==> src/rtl/pipe_mac_pkg.sv <==
// pipe_mac shared types and helpers.
// sat_shift is shared with the other audio datapath blocks.
package pipe_mac_pkg;

  localparam int SAT_W = 128;

  typedef struct packed {
    logic                    clip;
    logic signed [SAT_W-1:0] val;
  } sat_t;

  function automatic int prod_w(input int a_w, input int b_w);
    return a_w + b_w + 1;
  endfunction

  // Arithmetic (floor) shift, then clip to the signed out_w range.
  function automatic sat_t sat_shift(
    input logic signed [SAT_W-1:0] value,
    input int                      shift,
    input int                      out_w
  );
    logic signed [SAT_W-1:0] s;
    logic signed [SAT_W-1:0] hi;
    logic signed [SAT_W-1:0] lo;
    sat_t r;
    s  = value >>> shift;
    hi = (SAT_W'(1) << (out_w - 1)) - SAT_W'(1);
    lo = ~hi;
    r.clip = 1'b0;
    r.val  = s;
    if (s > hi) begin
      r.clip = 1'b1;
      r.val  = hi;
    end else if (s < lo) begin
      r.clip = 1'b1;
      r.val  = lo;
    end
    return r;
  endfunction

endpackage

==> src/rtl/pipe_mac_if.sv <==
// pipe_mac sample stream in, frame result out.
// master = sample source / result sink, slave = the MAC.
interface pipe_mac_if #(
  parameter int A_W   = 17,
  parameter int B_W   = 17,
  parameter int ACC_W = 48,
  parameter int OUT_W = 24
);
  logic             ce;
  logic             in_valid;
  logic [A_W-1:0]   a;
  logic [B_W-1:0]   b;
  logic             a_signed;
  logic             b_signed;
  logic             acc_en;
  logic             last;
  logic             out_valid;
  logic [ACC_W-1:0] acc;
  logic [OUT_W-1:0] sat_out;
  logic             overflow;
  logic             sat_flag;

  modport master (
    output ce, in_valid, a, b, a_signed, b_signed, acc_en, last,
    input  out_valid, acc, sat_out, overflow, sat_flag
  );

  modport slave (
    input  ce, in_valid, a, b, a_signed, b_signed, acc_en, last,
    output out_valid, acc, sat_out, overflow, sat_flag
  );
endinterface

==> src/rtl/pipe_mac_mul.sv <==
// Signedness-extended multiplier plus product/sideband delay line.
// Kept separate so a DSP primitive wrapper can replace it.
module pipe_mac_mul
  import pipe_mac_pkg::*;
#(
  parameter int A_W         = 17,
  parameter int B_W         = 17,
  parameter int PIPE_STAGES = 3,
  localparam int PROD_W     = prod_w(A_W, B_W)
) (
  input  logic                     clk,
  input  logic                     rst,
  input  logic                     ce,
  input  logic                     in_valid,
  input  logic [A_W-1:0]           a,
  input  logic [B_W-1:0]           b,
  input  logic                     a_signed,
  input  logic                     b_signed,
  input  logic                     acc_en,
  input  logic                     last,
  output logic signed [PROD_W-1:0] prod,
  output logic                     p_valid,
  output logic                     p_acc_en,
  output logic                     p_last
);

  logic signed [A_W:0]    ax_q;
  logic signed [B_W:0]    bx_q;
  logic                   v_q;
  logic                   en_q;
  logic                   l_q;
  logic signed [PROD_W-1:0] prod_c;

  logic signed [PROD_W-1:0] p_q [PIPE_STAGES];
  logic [PIPE_STAGES-1:0]   vs;
  logic [PIPE_STAGES-1:0]   es;
  logic [PIPE_STAGES-1:0]   ls;

  // Exact: the extended operands' product always fits PROD_W bits.
  assign prod_c = PROD_W'(ax_q) * PROD_W'(bx_q);

  always_ff @(posedge clk or posedge rst) begin
    if (rst) begin
      ax_q <= '0;
      bx_q <= '0;
      v_q  <= 1'b0;
      en_q <= 1'b0;
      l_q  <= 1'b0;
      vs   <= '0;
      es   <= '0;
      ls   <= '0;
      for (int i = 0; i < PIPE_STAGES; i++)
        p_q[i] <= '0;
    end else if (ce) begin
      ax_q   <= {a_signed & a[A_W-1], a};
      bx_q   <= {b_signed & b[B_W-1], b};
      v_q    <= in_valid;
      en_q   <= acc_en;
      l_q    <= last;
      p_q[0] <= prod_c;
      vs[0]  <= v_q;
      es[0]  <= en_q;
      ls[0]  <= l_q;
      for (int i = 1; i < PIPE_STAGES; i++) begin
        p_q[i] <= p_q[i-1];
        vs[i]  <= vs[i-1];
        es[i]  <= es[i-1];
        ls[i]  <= ls[i-1];
      end
    end
  end

  assign prod     = p_q[PIPE_STAGES-1];
  assign p_valid  = vs[PIPE_STAGES-1];
  assign p_acc_en = es[PIPE_STAGES-1];
  assign p_last   = ls[PIPE_STAGES-1];

endmodule

==> src/rtl/pipe_mac.sv <==
// Pipelined multiply-accumulate with frame results,
// wrap detection and a shifted, saturated narrow output.
module pipe_mac
  import pipe_mac_pkg::*;
#(
  parameter int A_W         = 17,
  parameter int B_W         = 17,
  parameter int ACC_W       = 48,
  parameter int PIPE_STAGES = 3,
  parameter int OUT_W       = 24,
  parameter int SHIFT       = 15
) (
  input  logic      clk,
  input  logic      rst,
  pipe_mac_if.slave io
);

  localparam int PROD_W = prod_w(A_W, B_W);

  if (ACC_W < PROD_W) begin : g_bad_acc
    $error("pipe_mac: ACC_W must be >= A_W+B_W+1");
  end
  if (PIPE_STAGES < 1 || PIPE_STAGES > 5) begin : g_bad_pipe
    $error("pipe_mac: PIPE_STAGES must be 1..5");
  end
  if (SHIFT > ACC_W - OUT_W) begin : g_bad_shift
    $error("pipe_mac: SHIFT must be <= ACC_W-OUT_W");
  end

  logic signed [PROD_W-1:0] m_prod;
  logic                     m_valid;
  logic                     m_acc_en;
  logic                     m_last;

  pipe_mac_mul #(
    .A_W        (A_W),
    .B_W        (B_W),
    .PIPE_STAGES(PIPE_STAGES)
  ) u_mul (
    .clk     (clk),
    .rst     (rst),
    .ce      (io.ce),
    .in_valid(io.in_valid),
    .a       (io.a),
    .b       (io.b),
    .a_signed(io.a_signed),
    .b_signed(io.b_signed),
    .acc_en  (io.acc_en),
    .last    (io.last),
    .prod    (m_prod),
    .p_valid (m_valid),
    .p_acc_en(m_acc_en),
    .p_last  (m_last)
  );

  logic signed [ACC_W-1:0] acc_q;
  logic signed [ACC_W-1:0] prod_x;
  logic signed [ACC_W-1:0] sum;
  logic signed [ACC_W-1:0] acc_d;
  logic [OUT_W-1:0]        sat_q;
  logic [OUT_W-1:0]        sat_d;
  sat_t                    sat_r;
  logic                    add_ovf;
  logic                    load;
  logic                    ovf_q;
  logic                    flag_q;
  logic                    ov_q;
  logic                    started_q;

  // started_q forces the first sample after reset to load.
  always_comb begin
    prod_x  = ACC_W'(m_prod);
    sum     = acc_q + prod_x;
    add_ovf = (acc_q[ACC_W-1] == prod_x[ACC_W-1]) &&
              (sum[ACC_W-1] != acc_q[ACC_W-1]);
    load    = !m_acc_en || !started_q;
    acc_d   = load ? prod_x : sum;
    sat_r   = sat_shift(SAT_W'(acc_d), SHIFT, OUT_W);
    sat_d   = OUT_W'(sat_r.val);
  end

  always_ff @(posedge clk or posedge rst) begin
    if (rst) begin
      acc_q     <= '0;
      sat_q     <= '0;
      ovf_q     <= 1'b0;
      flag_q    <= 1'b0;
      ov_q      <= 1'b0;
      started_q <= 1'b0;
    end else if (io.ce) begin
      ov_q <= m_valid & m_last;
      if (m_valid) begin
        acc_q     <= acc_d;
        sat_q     <= sat_d;
        flag_q    <= sat_r.clip;
        ovf_q     <= !load & (ovf_q | add_ovf);
        started_q <= 1'b1;
      end
    end
  end

  assign io.out_valid = ov_q;
  assign io.acc       = acc_q;
  assign io.sat_out   = sat_q;
  assign io.overflow  = ovf_q;
  assign io.sat_flag  = flag_q;

endmodule

==> src/flat_wrapper.sv <==
// flat-port wrapper written by rule: the top's interface ports become plain ports
module pipe_mac_flat import pipe_mac_pkg::*;
#(
  parameter int A_W         = 17,
  parameter int B_W         = 17,
  parameter int ACC_W       = 48,
  parameter int PIPE_STAGES = 3,
  parameter int OUT_W       = 24,
  parameter int SHIFT       = 15
)
  (clk, rst, io_ce, io_in_valid, io_a, io_b, io_a_signed, io_b_signed, io_acc_en, io_last, io_out_valid, io_acc, io_sat_out, io_overflow, io_sat_flag);
  pipe_mac_if #(.A_W(A_W), .B_W(B_W), .ACC_W(ACC_W), .OUT_W(OUT_W)) io_i ();
  input  logic clk;
  input  logic rst;
  input wire logic [$bits(io_i.ce)-1:0] io_ce;
  input wire logic [$bits(io_i.in_valid)-1:0] io_in_valid;
  input wire logic [$bits(io_i.a)-1:0] io_a;
  input wire logic [$bits(io_i.b)-1:0] io_b;
  input wire logic [$bits(io_i.a_signed)-1:0] io_a_signed;
  input wire logic [$bits(io_i.b_signed)-1:0] io_b_signed;
  input wire logic [$bits(io_i.acc_en)-1:0] io_acc_en;
  input wire logic [$bits(io_i.last)-1:0] io_last;
  output wire logic [$bits(io_i.out_valid)-1:0] io_out_valid;
  output wire logic [$bits(io_i.acc)-1:0] io_acc;
  output wire logic [$bits(io_i.sat_out)-1:0] io_sat_out;
  output wire logic [$bits(io_i.overflow)-1:0] io_overflow;
  output wire logic [$bits(io_i.sat_flag)-1:0] io_sat_flag;
  assign io_i.ce = io_ce;
  assign io_i.in_valid = io_in_valid;
  assign io_i.a = io_a;
  assign io_i.b = io_b;
  assign io_i.a_signed = io_a_signed;
  assign io_i.b_signed = io_b_signed;
  assign io_i.acc_en = io_acc_en;
  assign io_i.last = io_last;
  assign io_out_valid = io_i.out_valid;
  assign io_acc = io_i.acc;
  assign io_sat_out = io_i.sat_out;
  assign io_overflow = io_i.overflow;
  assign io_sat_flag = io_i.sat_flag;
  pipe_mac #(.A_W(A_W), .B_W(B_W), .ACC_W(ACC_W), .PIPE_STAGES(PIPE_STAGES), .OUT_W(OUT_W), .SHIFT(SHIFT)) u_core (.clk(clk), .rst(rst), .io(io_i));
endmodule
==> config.mk <==
export PLATFORM = sky130hd
export DESIGN_NAME = pipe_mac_flat
export DESIGN_NICKNAME = d
export VERILOG_FILES = /design/src/rtl/pipe_mac_pkg.sv /design/src/rtl/pipe_mac_if.sv /design/src/rtl/pipe_mac_mul.sv /design/src/rtl/pipe_mac.sv /design/src/flat_wrapper.sv
export SDC_FILE = /design/constraint.sdc
export NUM_CORES = 1
export LEC_CHECK = 0
export BUFFER_PORTS_ARGS = -buffer_cell sky130_fd_sc_hd__buf_4
export CORE_ASPECT_RATIO = 0.8
export CORE_MARGIN = 5
export CORE_UTILIZATION = 50
export DETAILED_ROUTE_END_ITERATION = 7
export PLACE_DENSITY = 0.67
export RECOVER_POWER = 50
export SLEW_MARGIN = 15
export SYNTH_ARGS = -nofsm -noshare
export SYNTH_HDL_FRONTEND = slang
export SYNTH_SLANG_ARGS = --single-unit
==> constraint.sdc <==
create_clock -name clk -period 12.25 [get_ports clk]
set_input_delay 1.225 -clock clk [delete_from_list [all_inputs] [get_ports clk]]
set_output_delay 1.225 -clock clk [all_outputs]
set_load 0.01 [all_outputs]
Word level (Yosys, flattened, before mapping)
Index checks and enable logic that the tools add are counted.
{"block": "classes", "add_sub_neg": 1, "mul": 1, "n_lt_le_gt_ge": 2, "eq_ne": 2, "mux": 3, "bitwise_logic": 5, "reduce_logical": 6}
{"operator": "129-bit two-way mux", "count": 2}
{"operator": "48-bit by 35-bit adder with 48-bit output", "count": 1}
{"operator": "48-bit two-way mux", "count": 1}
{"operator": "18-bit by 18-bit multiplier with 35-bit output", "count": 1}
{"operator": "33-bit by 24-bit > comparator with 1-bit output (second input constant)", "count": 1}
{"operator": "33-bit by 24-bit < comparator with 1-bit output (second input constant)", "count": 1}
{"operator": "1-bit AND", "count": 4}
{"operator": "1-bit zero test", "count": 3}
{"operator": "2-bit AND reduction", "count": 1}
{"operator": "1-bit == test", "count": 1}
{"operator": "1-bit logical AND", "count": 1}
{"operator": "1-bit logical OR", "count": 1}
{"operator": "1-bit inequality test", "count": 1}
{"operator": "1-bit bitwise OR", "count": 1}
{"block": "word_totals", "regBits": 229, "output_inout_bits": 75, "word_cells": 37}

Logic depth before layout (Yosys ltp)
Gate-level depths: netlist of run 1.
{"block": "depth", "ltp_word": 6, "mapped_depth": 28}

Cells and area by module
From an unflattened synthesis of run 1, not the netlist that was laid out.
{"block": "hier_totals", "hier_cells": 2566, "hier_area_um2": 24573.6}
{"module": "pipe_mac_mul", "instances": 1, "cells_per_inst": 1725, "area_per_inst_um2": 17888.4}
{"module": "pipe_mac", "instances": 1, "cells_per_inst": 841, "area_per_inst_um2": 6685.2}

Worst setup path before layout of run 1
No wires, ideal clock.
{"block": "synth_timing", "kind": "register -> register", "from": "register u_core.u_mul.bx_q[9]", "to": "register u_core.u_mul.p_q[103] (netlist bit)", "setup_time_ps": 125, "arrival_time_ps": 6401, "required_time_ps": 12125, "setup_slack_ps": 5724, "path_stages_with_launch": 25, "period_less_slack_ps": 6526, "path_cell_list": "dfrtp_1 clkbuf_1 clkbuf_1 nand2_1 fa_1 inv_1 fa_1 fa_1 fa_1 fa_1 inv_1 fa_1 inv_1 ha_1 a21o_1 a21oi_1 o21ai_0 or3_1 nor3_1 nor3_1 o31ai_1 o211ai_1 a31oi_1 xnor2_1 mux2_2"}
{"block": "synth_via", "elab_chain_cells": 1}
{"item": "from (decl)", "line": "pipe_mac_mul.sv:28", "rtl": "logic signed [B_W:0] bx_q;"}
{"item": "from (signal assigned)", "line": "pipe_mac_mul.sv:56", "rtl": "bx_q <= {b_signed & b[B_W-1], b};"}
{"item": "18-bit by 18-bit multiplier with 35-bit output", "line": "pipe_mac_mul.sv:40", "rtl": "assign prod_c = PROD_W'(ax_q) * PROD_W'(bx_q);"}
{"item": "to (signal, indexed assignment)", "line": "pipe_mac_mul.sv:65", "rtl": "p_q[i] <= p_q[i-1];"}
{"item": "to (decl)", "line": "pipe_mac_mul.sv:34", "rtl": "logic signed [PROD_W-1:0] p_q [PIPE_STAGES];"}
Every way passes these cells.
A chain may end at the register's enable or synchronous reset.

Worst setup path after layout of run 1
{"block": "layout_timing", "from": "register u_core.u_mul.ax_q[6]", "to": "register u_core.u_mul.p_q[103] (netlist bit)"}
{"block": "layout_via", "elab_chain_cells": 1}
{"item": "from (decl)", "line": "pipe_mac_mul.sv:27", "rtl": "logic signed [A_W:0] ax_q;"}
{"item": "from (signal assigned)", "line": "pipe_mac_mul.sv:55", "rtl": "ax_q <= {a_signed & a[A_W-1], a};"}
{"item": "18-bit by 18-bit multiplier with 35-bit output", "line": "pipe_mac_mul.sv:40"}
Every way passes these cells.

==> impl_metrics.yaml, run 1 <==
run_status:
  status: "finished, violations left"
  violations: "capacitance limit, slew limit"
sta:
  setup_tns_ns: 0
  min_period_ns: 7.31
  whs_ns: 0.489
  rsz0062_at_grt: "false"
  finalCritPeriodShare: 0.597
  setup-violations-final: 0
  slew_headroom: -2.37
  worst_pin_slew_ns: 5.03
  skew_ns: 0.0280
  finalMaxSlewViolations: 336
  max_freq_mhz: 137
  hold_viol: 0
layout:
  final_cell_area_um2: 25600
  multiInputGateArea_um2: 15900
  regArea_um2: 5730
  synthToLayoutAreaGrowth_pct: 7.88
  fillers: 4257
  layout-drive-gt1-share: 0.104
  final_nets: 2983
  diodes: 0
clock_tree:
  ctsHoldBuffers: 0
  cts_resized: 0
  clock_path_buffers: 3
  cts_setup_buffers: 0
  cts_root_buffer: "clkbuf_16"
  htreeDepth: 1
  clk_latency_ns: 0.57
  cts_tree: "built"
  clock-sinks: 229
  numCtsBuffers: 27
  clk_pin_slew_ns: 0.06
global_route:
  grt-ovfl-total: 0
  grt_pass1_vias: 18300
  grt_antenna_before_repair: 0
  grt_max_degree: 115
  grt_usage: 0.220
  grt_pass1_wl_mm: 93.7
synth:
  ys_seq_elements: 229
  synthTopCellsByCount: "inv_1 (416), fa_1 (324), nand2_1 (256)"
  synth_edf_count: 0
  netlist_area_um2: 23700
  async_reset_ff_frac: 1.00
  synth_area_leaders: "fa_1 (27%), dfrtp_1 (24%), ha_1 (7.3%), inv_1 (6.6%), mux2_2 (6.5%)"
  seq_area_frac_synth: 0.242
  synth_cell_types: 75
  synthFlopType: "dfrtp_1"
  yosys_warnings: 0
  syn_area_per_cell_um2: 9.67
  yosys.area.top_type: "fa_1"
  synthCells: 2453
  synthDominantCellAreaShare: 0.273
  synth.most_common_cell: "inv_1"
  synth_fp_nets: 2957
drt:
  drc_errors: 0
  num_vias: 16900
  route.antenna.remaining_nets: 0
  via_per_inst: 5.41
  first_pass_iters: 5
  routed_wl_mm: 54.2
  wl_per_cell_um: 17.4
  drtIter0Drc: 979
worst_setup_path:
  worstSetupStartpointType: "flop"
  end_kind: "flop"
  worst_ep_required_time_ns: 12.68
  cp_max_fo: 19
  cp_data_arrival_time_ns: 7.74
  path_class: "flop to flop"
floorplanning:
  io_pins: 117
  core-area_um2: 47000
  num_rows: 71
  initial_core_util: 0.505
  die_w_um: 254
  die_area_um2: 51900
  die_h_um: 205
place:
  placed_area_um2: 24900
  portBuffers: 116
  post-dp-hpwl_mm: 43.1
  place_congestion: 0.898
run:
  drv_cap: 4
worst_hold_path:
  holdCritPathClass: "flop to flop"
## layer usage
metal,share of wire,track usage,vias to the layer above
li1,-,-,7851
met1,0.45,0.310,8610
met2,0.48,0.365,329
met3,0.039,0.0250,88
met4,0.030,0.0601,0
met5,0,0,-
## kinds of logic (layout without fill, tap and decap cells)
| logic type | Yosys count | count (layout) | synth area share |
|---|---|---|---|
| and+or+nand+nor | 657 | 657 | 0.133 |
| buffers and inverters | 543 | 589 | 0.0870 |
| adders and majority gates | 462 | 462 | 0.346 |
| AOI/OAI and AO/OA | 344 | 344 | 0.0964 |
| DFF | 229 | 229 | 0.242 |
| muxes | 142 | 142 | 0.0671 |
| xor gates and xnor gates | 76 | 76 | 0.0284 |
## critical path, cell delays in order, from the launching register on
cell and delay (ns):
dfrtp_1 0.82, nand2_1 0.17, fa_1 0.57, inv_1 0.06, fa_1 0.57, fa_1 0.43, fa_1 0.47, fa_1 0.49
inv_1 0.05, fa_1 0.50, inv_1 0.05, ha_1 0.34, a21o_1 0.18, a21oi_1 0.13, o21ai_0 0.12, or3_1 0.32
nor3_1 0.31, nor3_1 0.17, o31ai_1 0.65, o211ai_1 0.19, a31oi_1 0.25, xnor2_1 0.09, mux2_2 0.26
## registers in the layout, summed over array words and instances, names as in the netlist, 3 cells and up
signal             count
u_core.u_mul.p_q      70
u_core.io.acc         48
u_core.u_mul.prod     35
u_core.io.sat_out     24
u_core.u_mul.ax_q     18
u_core.u_mul.bx_q     18
u_core.u_mul.es        3
u_core.u_mul.ls        3
u_core.u_mul.vs        3
## layout by cell type (no fill, tap or decap), types with 8 or more instances in the layout
master	instances
xnor2_1	55
clkbuf_16	27
and3_1	9
mux2_2	137
a31oi_1	12
or3_1	12
nand2b_1	13
o21bai_1	11
nor2_1	111
nor3_1	25
clkbuf_8	8
fa_1	324
inv_1	415
a311oi_1	18
ha_1	138
a21oi_1	92
clkbuf_1	75
xor2_1	20
nand4_1	18
nand3_1	22
buf_4	49
dfrtp_1	229
o21ai_0	82
o211ai_1	14
a21o_1	21
nand2_1	254
o21a_1	16
a211oi_1	24
and2_1	167
o31ai_1	10
## path summary, 6_finish.rpt
check | cells past startpoint | slack, ns | from | endpoint
worst max-delay path | 22 | 4.94 | u_core.u_mul.ax_q[6]$_DFFE_PP0P_ | u_core.u_mul.p_q[103]$_DFFE_PP0P_
worst min-delay path | 1 | 0.49 | u_core.u_mul.p_q[78]$_DFFE_PP0P_ | u_core.u_mul.p_q[78]$_DFFE_PP0P_
worst max register to register | 22 | 4.94 | u_core.u_mul.ax_q[6]$_DFFE_PP0P_ | u_core.u_mul.p_q[103]$_DFFE_PP0P_
worst min register to register | 1 | 0.49 | u_core.u_mul.p_q[78]$_DFFE_PP0P_ | u_core.u_mul.p_q[78]$_DFFE_PP0P_
max in group asynchronous | 3 | 5.48 | rst | u_core.io.acc[35]$_DFFE_PP0P_
min in group asynchronous | 2 | 2.23 | rst | u_core.u_mul.p_q[35]$_DFFE_PP0P_
## stage by stage
stage,cells,utilization,worst slack (ns)
after floorplan,2453,-,4.75
after global placement,3070,0.531,5.17
after detailed placement,3070,0.531,5.06
after CTS,3119,0.551,5.02
after global routing,3119,0.545,4.02
final,3119,0.545,4.94
## layout make-up
cell class                 instances  share of cell area
multi-input combinational       1681               0.623
sequential                       229               0.224
inverter                         416              0.0611
clock buffer                      36              0.0308
tap                              620              0.0303
timing repair buffer             124              0.0255
clock inverter                    13             0.00572
Power of run 1 is not shown: default switching activity piles up to over one toggle a cycle in this logic, so the estimate is an artifact.
==> inputs of run 2 (changes only) <==
==> constraint.sdc (replaced) <==
create_clock -name clk -period 6.8 [get_ports clk]
set_input_delay 0.68 -clock clk [delete_from_list [all_inputs] [get_ports clk]]
set_output_delay 0.68 -clock clk [all_outputs]
set_load 0.01 [all_outputs]
==> run 2 against run 1 <==
Effect of this change: the flow still finishes with violations (capacitance limit, slew limit); die area is the same; non-clock buffer count rose by 70; register-to-register slack worse by 4.7 ns.
==> impl_metrics.yaml, run 2 (synthesis results as in run 1) <==
drt:
  wl_met3_mm: 2.42
  top_layer_used: "met4"
  first_pass_iters: 5
  wl_per_cell_um: 17.5
  wl_met2_mm: 26.9
  via_per_inst: 5.39
  route.antenna.remaining_nets: 0
  m1WireLength_mm: 25.3
  drc_errors: 0
  routed_wl_mm: 55.9
  drtIter0Drc: 917
  num_vias: 17200
sta:
  finalCritPeriodShare: 0.969
  skew_ns: 0.0157
  setup-violations-final: 0
  rsz0062_at_grt: "true"
  min_period_ns: 6.59
  worst_pin_slew_ns: 4.57
  hold_viol: 0
  finalMaxSlewViolations: 231
  slew_headroom: -2.05
  max_freq_mhz: 152
  setup_tns_ns: 0
layout:
  layout-drive-gt1-share: 0.168
  diodes: 0
  largest_reg_flops: 70
  fin_cells: 3188
  final_cell_mix: "inv_1 (415), fa_1 (324), nand2_1 (254)"
  final_core_util: 0.563
  top_register: "u_core.u_mul.p_q"
  synthToLayoutAreaGrowth_pct: 11.5
  layout_commonest_cell: "inv_1"
  final_nets: 3052
clock_tree:
  clk_pin_slew_ns: 0.07
  clk_latency_ns: 0.56
  clock_path_buffers: 3
  cts_root_buffer: "clkbuf_16"
  htreeDepth: 1
  cts_tree: "built"
  clock-sinks: 229
  numCtsBuffers: 26
  ctsHoldBuffers: 0
place:
  portBuffers: 116
  post-dp-hpwl_mm: 44.4
  place_congestion: 0.868
  placedCellCount: 3129
floorplanning:
  num_rows: 71
  die_w_um: 254
  initial_core_util: 0.505
  die_h_um: 205
  die_area_um2: 51900
  io_pins: 117
  core-area_um2: 47000
worst_setup_path:
  worst_ep_required_time_ns: 7.23
  cp_max_fo: 12
  cp_data_arrival_time_ns: 7.02
  path_class: "flop to flop"
  end_kind: "flop"
  worstSetupStartpointType: "flop"
run:
  drv_cap: 2
global_route:
  grt_antenna_before_repair: 0
  grt_max_degree: 180
  grt_pass1_vias: 18300
  grt-ovfl-total: 0
  grt_usage: 0.222
  grt_pass1_wl_mm: 94.3
worst_hold_path:
  holdCritPathClass: "input pin to flop"
run_status:
  status: "finished, violations left"
  violations: "capacitance limit, slew limit"
## run 2: path summary, 6_finish.rpt
check | cells after the start | startpoint | slack (ns) | endpoint
setup reg to reg | 24 | u_core.u_mul.bx_q[6]$_DFFE_PP0P_ | 0.21 | u_core.u_mul.p_q[104]$_DFFE_PP0P_
min in group asynchronous | 3 | rst | 1.25 | u_core.io.acc[5]$_DFFE_PP0P_
hold / removal | 2 | io_a[14] | 0.35 | u_core.u_mul.ax_q[14]$_DFFE_PP0P_
setup / recovery | 24 | u_core.u_mul.bx_q[6]$_DFFE_PP0P_ | 0.21 | u_core.u_mul.p_q[104]$_DFFE_PP0P_
max in group asynchronous | 3 | rst | 1.86 | u_core.u_mul.bx_q[13]$_DFFE_PP0P_
hold reg to reg | 1 | u_core.u_mul.p_q[89]$_DFFE_PP0P_ | 0.48 | u_core.u_mul.p_q[89]$_DFFE_PP0P_
## run 2: layout make-up
type | instances | area, um2
Clock buffer | 32 | 734
Clock inverter | 16 | 175
Fill cell | 4166 | 20500
Inverter | 416 | 1560
Multi-Input combinational cell | 1681 | 16000
Sequential cell | 229 | 5760
Tap cell | 620 | 776
Timing Repair Buffer | 194 | 1470
## run 2: what timing repair did
item,CTS,global route
cloned,0,0
setup endpoints to repair,2,8
pin swaps,0,5
buffers inserted,0,11
resized for setup,11,22
## run 2: per-stage QoR
stage	setup WS (ns)	instance area, um2	hold slack [ns]
final	0.208	26400	0.353
after global routing	-0.0621	26400	0.347
after CTS	0.00837	26300	0.321
after detailed placement	-0.0347	25400	0.471
after global placement	0.0531	25400	0.471
after floorplan	0.274	23700	0.441
## run 2: critical path, stage by stage, from the launching register on
cell,delay (ns)
dfrtp_2,0.50
buf_4,0.19
and2_1,0.17
fa_1,0.54
inv_1,0.06
fa_1,0.54
inv_1,0.05
ha_1,0.21
fa_1,0.54
inv_1,0.05
fa_1,0.47
fa_1,0.56
inv_1,0.04
ha_1,0.34
o21a_1,0.12
o21ai_0,0.21
nor3_1,0.12
o2111ai_2,0.29
a31oi_1,0.20
nor3_2,0.22
nor3_2,0.11
or3_1,0.38
a31oi_1,0.21
xnor2_1,0.08
mux2_2,0.27
## run 2: per-layer routing
metal  global-route usage  vias up
li1                     -     8008
met1                0.316     8700
met2                0.370      389
met3               0.0235       80
met4               0.0490        0
met5                    0        -
Power of run 2 is left out for the same reason.
==> inputs of run 3 (changes only) <==
--- a/config.mk
+++ b/config.mk
@@ -6,11 +6,14 @@
 export NUM_CORES = 1
 export LEC_CHECK = 0
 export BUFFER_PORTS_ARGS = -buffer_cell sky130_fd_sc_hd__buf_4
+export CAP_MARGIN = 20
+export CELL_PAD_IN_SITES_DETAIL_PLACEMENT = 1
+export CELL_PAD_IN_SITES_GLOBAL_PLACEMENT = 2
 export CORE_ASPECT_RATIO = 0.8
 export CORE_MARGIN = 5
-export CORE_UTILIZATION = 50
+export CORE_UTILIZATION = 41
 export DETAILED_ROUTE_END_ITERATION = 7
-export PLACE_DENSITY = 0.67
+export PLACE_DENSITY_LB_ADDON = 0.1
 export RECOVER_POWER = 50
 export SLEW_MARGIN = 15
 export SYNTH_ARGS = -nofsm -noshare
==> run 3 against run 2 <==
Effect of this change: critical path depth did not move; largest cell class unchanged; highest routed layer unchanged; utilization fell by 8.8 points; via count rose by 1.0%; wire length rose by 16%; cell area rose by 2.3%; the run still ends with capacitance limit, slew limit left; first-iteration DRC count fell by 22%; die area rose by 21%; clock skew fell by 0.0013 ns.
==> impl_metrics.yaml, run 3 (synthesis results as in run 1) <==
clock_tree:
  htreeDepth: 1
  clock-sinks: 229
  clk_latency_ns: 0.58
  cts_root_buffer: "clkbuf_16"
  clk_pin_slew_ns: 0.06
  clock_path_buffers: 3
  numCtsBuffers: 27
  cts_tree: "built"
sta:
  worst_pin_slew_ns: 3.91
  finalMaxSlewViolations: 222
  setup-violations-final: 0
  setup_tns_ns: 0
  max_freq_mhz: 151
  min_period_ns: 6.62
  slew_headroom: -1.61
  finalCritPeriodShare: 0.974
  skew_ns: 0.0144
  hold_viol: 0
layout:
  synthToLayoutAreaGrowth_pct: 14.1
  layout-drive-gt1-share: 0.187
  layout_commonest_cell: "inv_1"
  final_cell_mix: "inv_1 (415), fa_1 (319), nand2_1 (252)"
  final_nets: 3084
  fillers: 6408
  fin_cells: 3363
  final_cell_area_um2: 27100
  top_register: "u_core.u_mul.p_q"
  largest_reg_flops: 70
global_route:
  grt_pass1_wl_mm: 105
  grt-ovfl-total: 0
  grt_pass1_vias: 19400
  grt_max_degree: 151
  grt_antenna_before_repair: 2
  grt_usage: 0.205
worst_setup_path:
  cp_max_fo: 7
  cpPeakStageDelay_ns: 0.55
  cpMaxStageDelayCell: "dfrtp_4"
  end_kind: "flop"
  cp_data_arrival_time_ns: 7.08
  path_delay_family: "adder cells"
  cpMostUsedCell: "fa_1"
  worstSetupStartpointType: "flop"
  path_class: "flop to flop"
  worst_ep_required_time_ns: 7.26
  worst-path-buf-inv: 5
  crit_chain: "buf_8 -> and2_1 -> fa_1 -> inv_1 -> fa_1 -> fa_1 -> inv_1 -> fa_1 -> fa_1 -> inv_1 -> fa_1 -> inv_1 -> ha_1 -> a21o_1 -> nand3_1 -> a21oi_1 -> o31ai_2 -> a31oi_4 -> nor3_4 -> nor3_2 -> or3_1 -> a31oi_1 -> xnor2_1 -> mux2_2"
place:
  post-dp-hpwl_mm: 51.0
  placed_area_um2: 25700
  placedCellCount: 3283
  place_congestion: 0.851
  portBuffers: 116
floorplanning:
  num_rows: 78
  die_w_um: 279
  core-area_um2: 57000
  die_h_um: 225
  initial_core_util: 0.416
  io_pins: 117
  die_area_um2: 62800
run:
  drv_cap: 2
drt:
  routed_wl_mm: 64.7
  first_pass_iters: 4
  via_per_inst: 5.16
  num_vias: 17300
  route.antenna.remaining_nets: 0
  wl_per_cell_um: 19.2
  drc_errors: 0
  drtIter0Drc: 717
run_status:
  status: "finished, violations left"
  violations: "capacitance limit, slew limit"
worst_hold_path:
  holdCritPathClass: "input pin to async pin"
==> run 3: cell types whose count changed in the layout (fill, tap and decap cells not counted), sizes merged <==
| cell | change |
|---|---|
| inv | -3 |
| diode | +2 |
| clkinvlp | +1 |
| clkbuf | +4 |
| buf | +32 |
| clkinv | -1 |
==> run 3: path summary, 6_finish.rpt <==
path,start,to,slack (ns),cells after the start
max in group asynchronous,rst,u_core.u_mul.ax_q[6]$_DFFE_PP0P_,2.04,3
min in group clk,io_b[2],u_core.u_mul.bx_q[2]$_DFFE_PP0P_,0.34,2
hold / removal,rst,u_core.io.acc[6]$_DFFE_PP0P_,0.13,2
setup / recovery,u_core.u_mul.bx_q[7]$_DFFE_PP0P_,u_core.u_mul.p_q[104]$_DFFE_PP0P_,0.18,24
setup reg to reg,u_core.u_mul.bx_q[7]$_DFFE_PP0P_,u_core.u_mul.p_q[104]$_DFFE_PP0P_,0.18,24
hold reg to reg,u_core.u_mul.p_q[98]$_DFFE_PP0P_,u_core.u_mul.p_q[98]$_DFFE_PP0P_,0.48,2
==> run 3: final cells by class <==
| type | count | area, um2 | share of cell area |
|---|---|---|---|
| Clock inverter | 13 | 161 | 0.00596 |
| Antenna cell | 2 | 5.00 | 0.000185 |
| Multi-Input combinational cell | 1681 | 16100 | 0.595 |
| Tap cell | 760 | 951 | 0.0351 |
| Sequential cell | 229 | 5770 | 0.213 |
| Inverter | 416 | 1560 | 0.0577 |
| Timing Repair Buffer | 225 | 1740 | 0.0641 |
| Clock buffer | 37 | 773 | 0.0286 |
==> run 3: through the flow <==
step | hold WS (ns) | util | setup WS (ns)
global placement | 0.473 | 0.451 | -0.0324
floorplan | 0.441 | - | 0.274
CTS | 0.0496 | 0.468 | 0.00445
finish | 0.135 | 0.475 | 0.180
detailed placement | 0.474 | 0.451 | -0.213
global route | 0.142 | 0.475 | -0.0638
==> run 3: repair_timing <==
action,4_1_cts,5_1_grt
resized for setup,12,61
hold buffers,0,0
setup buffers,4,24
endpoints found under the setup margin,5,8
pin swaps,0,18
==> run 3: per-layer routing <==
metal | part of all wire | vias up | GRT usage
met5 | 0 | - | 0
met4 | 0.014 | 0 | 0.0297
met3 | 0.022 | 53 | 0.0191
met2 | 0.50 | 167 | 0.366
met1 | 0.46 | 9087 | 0.280
li1 | - | 8042 | -
Power of run 3 is left out for the same reason.
